--- config.mk ---
export PLATFORM = sky130hd
export DESIGN_NAME = mem_copy_engine
export DESIGN_NICKNAME = d
export VERILOG_FILES = /design/src/rtl/mem_copy_engine_pkg.sv /design/src/rtl/memcopy_phase_ctr.sv /design/src/rtl/mem_copy_engine.sv
export SDC_FILE = /design/constraint.sdc
export NUM_CORES = 1
export LEC_CHECK = 0
export CAP_MARGIN = 25
export CORE_MARGIN = 3
export CORE_UTILIZATION = 44
export DETAILED_ROUTE_END_ITERATION = 12
export PLACE_DENSITY = 0.77
export SKIP_LAST_GASP = 1
export SLEW_MARGIN = 0
export SYNTH_ARGS = -nofsm -noshare
export SYNTH_HDL_FRONTEND = slang
export SYNTH_SLANG_ARGS = --single-unit
--- constraint.sdc ---
create_clock -name Clk -period 1.7 [get_ports Clk]
set_clock_uncertainty 0.05 [all_clocks]
set_input_delay 0.34 -clock Clk [delete_from_list [all_inputs] [get_ports Clk]]
set_output_delay 0.34 -clock Clk [all_outputs]
set_load 0.005 [all_outputs]
--- src/rtl/mem_copy_engine_pkg.sv ---
// rtl/mem_copy_engine_pkg.sv - shared state encoding and memory timing constants for mem_copy_engine
package mem_copy_engine_pkg;

  typedef enum logic [2:0] {
    ST_IDLE    = 3'd0,
    ST_RD      = 3'd1,
    ST_RD_WAIT = 3'd2,
    ST_WR      = 3'd3,
    ST_WR_WAIT = 3'd4,
    ST_DONE    = 3'd5
  } state_t;

  localparam int RD_CAPTURE = 3;
  localparam int RD_BUSY    = 5;
  localparam int WR_BUSY    = 4;

  localparam int PH_W = 3;

  // Counter is loaded during the strobe cycle and counts down to 1 on the last wait cycle.
  localparam logic [PH_W-1:0] PH_RD_LOAD  = PH_W'(RD_BUSY - 1);
  localparam logic [PH_W-1:0] PH_WR_LOAD  = PH_W'(WR_BUSY - 1);
  localparam logic [PH_W-1:0] PH_CAPTURE  = PH_W'(RD_BUSY - RD_CAPTURE);
  localparam logic [PH_W-1:0] PH_ONE      = PH_W'(1);

endpackage

--- src/rtl/memcopy_phase_ctr.sv ---
// rtl/memcopy_phase_ctr.sv - loadable down-counter giving capture/expiry flags for the wait states
module memcopy_phase_ctr
  import mem_copy_engine_pkg::*;
(
  input  logic            Clk,
  input  logic            rst_n,
  input  logic            load,
  input  logic [PH_W-1:0] load_val,
  output logic            capture,
  output logic            expired
);

  logic [PH_W-1:0] cnt;

  always_ff @(posedge Clk or negedge rst_n) begin
    if (!rst_n) begin
      cnt <= '0;
    end else if (load) begin
      cnt <= load_val;
    end else if (cnt != '0) begin
      cnt <= cnt - PH_ONE;
    end
  end

  assign capture = (cnt == PH_CAPTURE);
  assign expired = (cnt == PH_ONE);

endmodule

--- src/rtl/mem_copy_engine.sv ---
// rtl/mem_copy_engine.sv - strobe-and-wait block copy engine; MEMCOPY_CHKSUM_EN adds a running checksum
module mem_copy_engine
  import mem_copy_engine_pkg::*;
#(
  parameter int AW = 8,
  parameter int DW = 8
) (
  input  logic          Clk,
  input  logic          rst_n,
  input  logic          start,
  input  logic [AW-1:0] src_addr,
  input  logic [AW-1:0] dst_addr,
  input  logic [AW:0]   len,
  output logic          busy,
  output logic          done,
  output logic          rd,
  output logic [AW-1:0] rd_addr,
  input  logic [DW-1:0] rd_data,
  output logic          wr,
  output logic [AW-1:0] wr_addr,
  output logic [DW-1:0] wr_data
`ifdef MEMCOPY_CHKSUM_EN
  ,
  output logic [DW-1:0] checksum
`endif
);

  localparam logic [AW-1:0] ADDR_ONE = AW'(1);
  localparam logic [AW:0]   LEN_ONE  = (AW+1)'(1);

  state_t          state;
  logic [AW:0]     remaining;
  logic            ph_load;
  logic [PH_W-1:0] ph_val;
  logic            ph_capture;
  logic            ph_expired;

  assign ph_load = (state == ST_RD) || (state == ST_WR);
  assign ph_val  = (state == ST_RD) ? PH_RD_LOAD : PH_WR_LOAD;

  memcopy_phase_ctr u_phase_ctr (
    .Clk      (Clk),
    .rst_n    (rst_n),
    .load     (ph_load),
    .load_val (ph_val),
    .capture  (ph_capture),
    .expired  (ph_expired)
  );

  // rd_addr/wr_addr double as the running source/destination pointers.
  always_ff @(posedge Clk or negedge rst_n) begin
    if (!rst_n) begin
      state     <= ST_IDLE;
      remaining <= '0;
      busy      <= 1'b0;
      done      <= 1'b0;
      rd        <= 1'b0;
      wr        <= 1'b0;
      rd_addr   <= '0;
      wr_addr   <= '0;
      wr_data   <= '0;
`ifdef MEMCOPY_CHKSUM_EN
      checksum  <= '0;
`endif
    end else begin
      case (state)
        ST_IDLE: begin
          if (start) begin
            rd_addr   <= src_addr;
            wr_addr   <= dst_addr;
            remaining <= len;
`ifdef MEMCOPY_CHKSUM_EN
            checksum  <= '0;
`endif
            if (len == '0) begin
              state <= ST_DONE;
              done  <= 1'b1;
            end else begin
              state <= ST_RD;
              rd    <= 1'b1;
              busy  <= 1'b1;
            end
          end
        end
        ST_RD: begin
          rd    <= 1'b0;
          state <= ST_RD_WAIT;
        end
        ST_RD_WAIT: begin
          if (ph_capture) begin
            wr_data  <= rd_data;
`ifdef MEMCOPY_CHKSUM_EN
            checksum <= checksum + rd_data;
`endif
          end
          if (ph_expired) begin
            state <= ST_WR;
            wr    <= 1'b1;
          end
        end
        ST_WR: begin
          wr    <= 1'b0;
          state <= ST_WR_WAIT;
        end
        ST_WR_WAIT: begin
          if (ph_expired) begin
            rd_addr   <= rd_addr + ADDR_ONE;
            wr_addr   <= wr_addr + ADDR_ONE;
            remaining <= remaining - LEN_ONE;
            if (remaining == LEN_ONE) begin
              state <= ST_DONE;
              done  <= 1'b1;
              busy  <= 1'b0;
            end else begin
              state <= ST_RD;
              rd    <= 1'b1;
            end
          end
        end
        ST_DONE: begin
          done  <= 1'b0;
          state <= ST_IDLE;
        end
        default: begin
          state <= ST_IDLE;
        end
      endcase
    end
  end

endmodule

[Word-level counts from Yosys, hierarchy flattened]
Cells that the tools add are included.
Operators by class
  shift operators: 0
  divide/modulo/power cells: 0
  $mul: 0
  multiplexer cells: 33
  bitwise operators: 0
  reductions and logical operators: 16
  $lt $le $gt $ge: 0
  add/subtract/negate cells: 4
  equal/unequal tests: 15
Operators by type and width (number)
  8-bit two-way mux: 4
  8-bit one-hot mux with 2 select lines: 2
  3-bit two-way mux: 8
  9-bit two-way mux: 2
  9-bit one-hot mux with 2 select lines: 1
  8-bit by 1-bit adder with 8-bit output, second input constant: 2
  3-bit one-hot mux with 5 select lines: 1
  5-bit AND reduction: 3
  2-bit inequality test, second input constant: 7
  1-bit two-way mux: 11
  3-bit by 2-bit equality test with 1-bit output, second input constant: 3
  9-bit by 1-bit equality test with 1-bit output, second input constant: 1
  9-bit logical NOT: 1
  3-bit nonzero test: 3
  9-bit by 1-bit subtractor with 9-bit output, second input constant: 1
  3-bit by 1-bit equality test with 1-bit output, second input constant: 2
  3-bit equality test, second input constant: 2
  1-bit one-hot mux with 3 select lines: 2
  3-bit AND reduction: 2
  2-bit nonzero test: 3
  1-bit one-hot mux with 2 select lines: 2
  2-bit AND reduction: 2
  3-bit logical NOT: 1
  3-bit by 1-bit subtractor with 3-bit output, second input constant: 1
  1-bit logical OR: 1
Storage, ports and cells
  ROM bits: 0
  output and inout port bits: 28
  bits in registers: 43
  memory bits (writable): 0
  bits of input ports: 36
  memories kept: 0
  bits in latches: 0
  logic and storage cells: 78

[Longest topological paths before layout]
  depth after elaboration: 4
  mapped depth: 7
  gate-level depth less buffers: 6

[By module]
A second synthesis with hierarchy kept.
Unflattened totals
  cell total of the unflattened synthesis: 264
  area, all modules: 2474.9 sq um
Modules (own cells, without submodules)
  mem_copy_engine: area an instance 2237.1 sq um, sequential area each 1001.0 sq um, times used 1, cells an instance 240
  memcopy_phase_ctr: area an instance 237.7 sq um, sequential area each 75.1 sq um, times used 1, cells an instance 24

[Worst setup path before layout]
No wires, ideal clock.
  kind: register to register
  from: register u_phase_ctr.cnt[1]
  to: register wr_addr[6]
  data arrival time: 1508 ps
  buffers on the path: 2
  data required time: 1522 ps
  clock period less this slack: 1686 ps
  cell stages (with the launch flop): 8
  setup time: 128 ps
  setup slack: 14 ps
  path through: dfrtp_1 > inv_1 > ha_1 > nand3b_1 > a211oi_1 > buf_2 > buf_2 > a21oi_1
Between the ends
  longest elaborated chain between the ends: 3
RTL lines
  start: declaration: line memcopy_phase_ctr.sv:13  | logic [PH_W-1:0] cnt;
  start signal: assignment: line memcopy_phase_ctr.sv:19  | cnt <= load_val;
  start signal: assignment: line memcopy_phase_ctr.sv:21  | cnt <= cnt - PH_ONE;
  3-bit by 1-bit equality test with 1-bit output: line memcopy_phase_ctr.sv:26  | assign expired = (cnt == PH_ONE);
  2-bit inequality test (no line)
  3-bit AND reduction (no line)
  end signal: assignment: line mem_copy_engine.sv:70  | wr_addr <= dst_addr;
  end signal: assignment: line mem_copy_engine.sv:108  | wr_addr <= wr_addr + ADDR_ONE;
  end: declaration: line mem_copy_engine.sv:20  | output logic [AW-1:0] wr_addr,
No other way between the ends.
A chain may end at the register's enable or synchronous reset.

[Final worst setup path]
  from: register u_phase_ctr.cnt[1]
  to: register wr_addr[1]
Same word-level chain as after synthesis.

==> out/metrics.sh <==
CORE-AREA_SQ_UM=5170
AVGSYNTHCELLAREA_SQ_UM=9.06
OVERALL_POWER_W=0.00635
GLOBAL_ROUTE.USAGE.TOTAL=0.210
WORSTPATHREQUIRED_NS=1.87
YS_ASYNC_SR_FRACTION=1.00
MAX-SLEW-MARGIN-REL=0.695
NUMCTSBUFFERS=5
AREA.GROWTH.SYNTH_TO_FINAL_PCT=57.0
SYNTHTOPCELLSBYAREA='dfrtp_1 45%, a21oi_1 6.7%, o21ai_0 5.2%'
ANTENNA_FOUND_INITIAL=0
PATH_CELLS='inv_2, ha_4, nand3b_1, a211oi_4, buf_6, buf_6, buf_12, nor2_2, a31oi_1'
GRT_PASS1_VIAS=2272
REPORT.FINAL.SLEW_VIOL_COUNT=0
TOTALWIRELENGTH_MM=6.68
FINAL_CELL_MIX='62 x clkdlybuf4s50_1, 39 x dfrtp_1, 34 x buf_4'
SYNTH-EDFF-COUNT=0
LAYOUT_WORST_PATH_CYCLE_SHARE=1.06
NUM_ANTENNA_CELLS=0
SYN_AREA_SQ_UM=2380
NET_COUNT_AFTER_SYNTHESIS=307
FINALWEIGHTEDCONGESTION=0.869
FLOORPLAN.ROWS=26
CELLLEAKAGEPOWER_nW=1.51
TRITONCTS='built'
MAXIMUM_NUMBER_OF_PINS_ON_ONE_NET_BEFORE_GLOBAL_ROUTE_REPAIR=44
SETUP.WORST_PATH.START_CLASS='flop'
YOSYS_REGISTER_BITS=43
LAYOUTNONFILLERINSTCOUNT=433
POWER.SWITCHING_W=0.00234
WIRE_LENGTH_OF_THE_FIRST_GLOBAL_ROUTING_PASS_MM=10.5
P_COMB_FRAC=0.539
YS_SEQ_AREA_FRAC=0.451
CP_SLOWEST_CELL='dfrtp_1'
ROUTED_VIA_COUNT=2412
YOSYS.AREA.TOP_TYPE_SHARE=0.451
DRT_FIRST_ITER_VIOLATIONS=190
POWER_REPORT.INTERNAL_TOTAL_W=0.00401
DIE-HEIGHT_MICRONS=79.6
CLK_ROOT_BUFFER_CELL='clkbuf_8'
MAX_FREQ_MHz=557
FAILED_CHECKS='negative setup slack'
DP.FINAL_HPWL_MM=4.50
DIE_WIDTH_MICRONS=79.6
POST_ROUTE_CELLS_DRIVE_ABOVE_1_SHARE=0.267
FLOORPLAN.IO_PINS=64
VDD_IR_DROP_MAX_mV=0.802
DETAIL_ROUTE.WL_PER_CELL_MICRONS=15.4
MAX_CAP_VIOL_COUNT=0
WORSTPATHMAXFANOUT=4
TIGHTESTPINTRANSITION_NS=0.458
P_SW_FRAC=0.368
RSZ0062_AT_GRT='true'
FLOORPLAN.DIE_AREA_SQ_UM=6340
YOSYS_MOST_USED_DFF='dfrtp_1'
CLOCK_SINKS=43
PERIOD_NEEDED_NS=1.80
SEQUENTIAL_FRACTION_OF_DESIGN_POWER=0.312
ROUTED_VIA_DENSITY=5.57
MAX_STAGE_DELAY_NS=0.39
DETAILEDROUTE.FIRSTPASSITERATIONCOUNT=4
CRIT_ARRIVAL_NS=1.97
PLACEDINSTANCEAREA_SQ_UM=3290
MIN-DELAY-PATH-CLASS='flop to flop'
PORTBUFFERS=63
CTSHTREEMAXLEVEL=2
WORST-SETUP-PATH-TYPE='flop to flop'
FINALHOLDVIOLATIONS=0
FINAL_AREA_SQ_UM=3740
NETS=406
GLOBALROUTE.TOTALOVERFLOW=0
SYNTH_CELL_TYPE_COUNT=42
DETAIL_ROUTE.DRC_VIOLATIONS=0
CRITPATHTOPFAMILY='compound AO/OA/AOI/OAI gates'
FINALSETUPVIOLCOUNT=19
SYNTH.YOSYS.WARNINGS=0
POWER_FRAC_CLOCK=0.149
SYNTHESIS.INSTANCES=263
CELLPOWERDENSITY_nW_PER_UM2=1700
CRITPATHMOSTFREQUENTCELL='buf_6'
MAX-CLOCK-PATH-BUFFERS=2
CTS_CLOCK_PIN_SLEW_FOR_THE_WORST_SETUP_AND_HOLD_PATHS_NS=0.08
SETUP.WORST_PATH.END_CLASS='flop'
STATUS='finished with violations'
PLACED_CELLS_INCL_TAPS=410
FINAL.SETUP.WORST_SLACK_NS=-0.0967
FLOORPLAN.INITIALDENSITY=0.461
SYNTH_TOP_CELL_BY_AREA='dfrtp_1'
WORSTPATHBUFFERINVERTERCOUNT=4
MOSTFREQUENTLAYOUTCELL='clkdlybuf4s50_1'
DETAIL-ROUTE-ANTENNA-NETS=0
CLOCK_INSERTION_DELAY_WORST_SKEW_NS=0.30
-- per-stage QoR --
stage	setup TNS, ns	hold slack [ns]	utilization	worst slack, ns
2_1_floorplan	0	-0.00559	-	0.0140
3_3_place_gp	-2.29	0.258	0.635	-0.150
3_5_place_dp	-2.88	0.270	0.635	-0.183
4_1_cts	-0.299	0.462	0.684	-0.0452
5_1_grt	-2.62	0.477	0.724	-0.160
6_report	-0.827	0.460	0.724	-0.0967
-- what timing repair did --
action	in CTS	in global routing
pin swaps	3	15
hold buffers	1	0
setup endpoints to repair	22	36
gates resized for setup	19	41
hold endpoints to repair	17	0
cloned	0	1
buffers inserted	6	7
-- power by group through the flow --
stage / combinational (W) / clock, W / sequential (W)
after detailed placement: 0.00277 / 0 / 0.00194
after global routing: 0.00373 / 0.00100 / 0.00205
after global placement: 0.00271 / 0 / 0.00192
after CTS: 0.00300 / 0.000960 / 0.00193
after floorplan: 0.00145 / 0 / 0.00187
final: 0.00342 / 0.000947 / 0.00198
-- per-layer routing --
layer | routed length, microns | global-route usage | vias up
met1 | 2860 | 0.270 | 1171
met5 | 0 | 0 | -
li1 | - | - | 1148
met4 | 95 | 0.0653 | 0
met3 | 345 | 0.0429 | 11
met2 | 3380 | 0.352 | 82
-- worst register-to-register path, stage by stage, from the launching register on --
cell and delay (ns):
dfrtp_1 0.39, inv_2 0.08, ha_4 0.13, nand3b_1 0.19, a211oi_4 0.36, buf_6 0.15
buf_6 0.11, buf_12 0.10, nor2_2 0.03, a31oi_1 0.13
-- synthesized netlist by cell type, drive strengths merged (2+ instances only) --
cell / n
nor3: 8
ha: 8
dfrtp: 43
a311o: 2
clkbuf: 2
a31oi: 5
nand3: 12
and2: 3
nor3b: 2
a2bb2oi: 5
buf: 15
nor4: 3
nor2: 15
a21oi: 32
or3: 4
nand4: 2
nand2: 20
o2bb2ai: 2
xnor2: 2
o21ai: 28
mux2: 8
inv: 9
nand2b: 8
nand3b: 2
o22ai: 5
o211ai: 3
and3: 4
-- area by class of cell --
class	instances	area, sq um
Timing Repair Buffer	109	1040
Multi-Input combinational cell	194	1370
Tap cell	70	87.6
Fill cell	361	1430
Sequential cell	43	1080
Inverter	9	33.8
Clock buffer	6	72.6
Clock inverter	2	60.1
-- worst paths after layout --
kind | slack [ns] | depth (start not counted) | endpoint | start
max in group asynchronous | 0.63 | 3 | rd_addr[2] | rst_n
worst min register to register | 0.46 | 1 | wr_data[6] | wr_data[6]
worst max-delay path | -0.1 | 9 | wr_addr[1] | u_phase_ctr.cnt[1]
worst max register to register | -0.1 | 9 | wr_addr[1] | u_phase_ctr.cnt[1]
min in group asynchronous | 0.47 | 2 | state[2] | rst_n
worst min-delay path | 0.46 | 1 | wr_data[6] | wr_data[6]
-- cells by family after synthesis --
kind of cell,after synthesis,share of synthesized area
AOI/OAI and AO/OA,88,0.216
xor gates and xnor gates,2,0.00735
and+or+nand+nor,87,0.188
adders and majority gates,8,0.0420
buffers and inverters,26,0.0525
muxes,9,0.0420
DFF,43,0.451
-- flip-flops by register name (all words and copies together) (netlist names) --
name / cells
remaining: 9
rd_addr: 8
wr: 1
done: 1
u_phase_ctr.cnt: 3
state: 3
wr_addr: 8
busy: 1
wr_data: 8
rd: 1
Note: power is estimated with default switching activity, not from simulation.
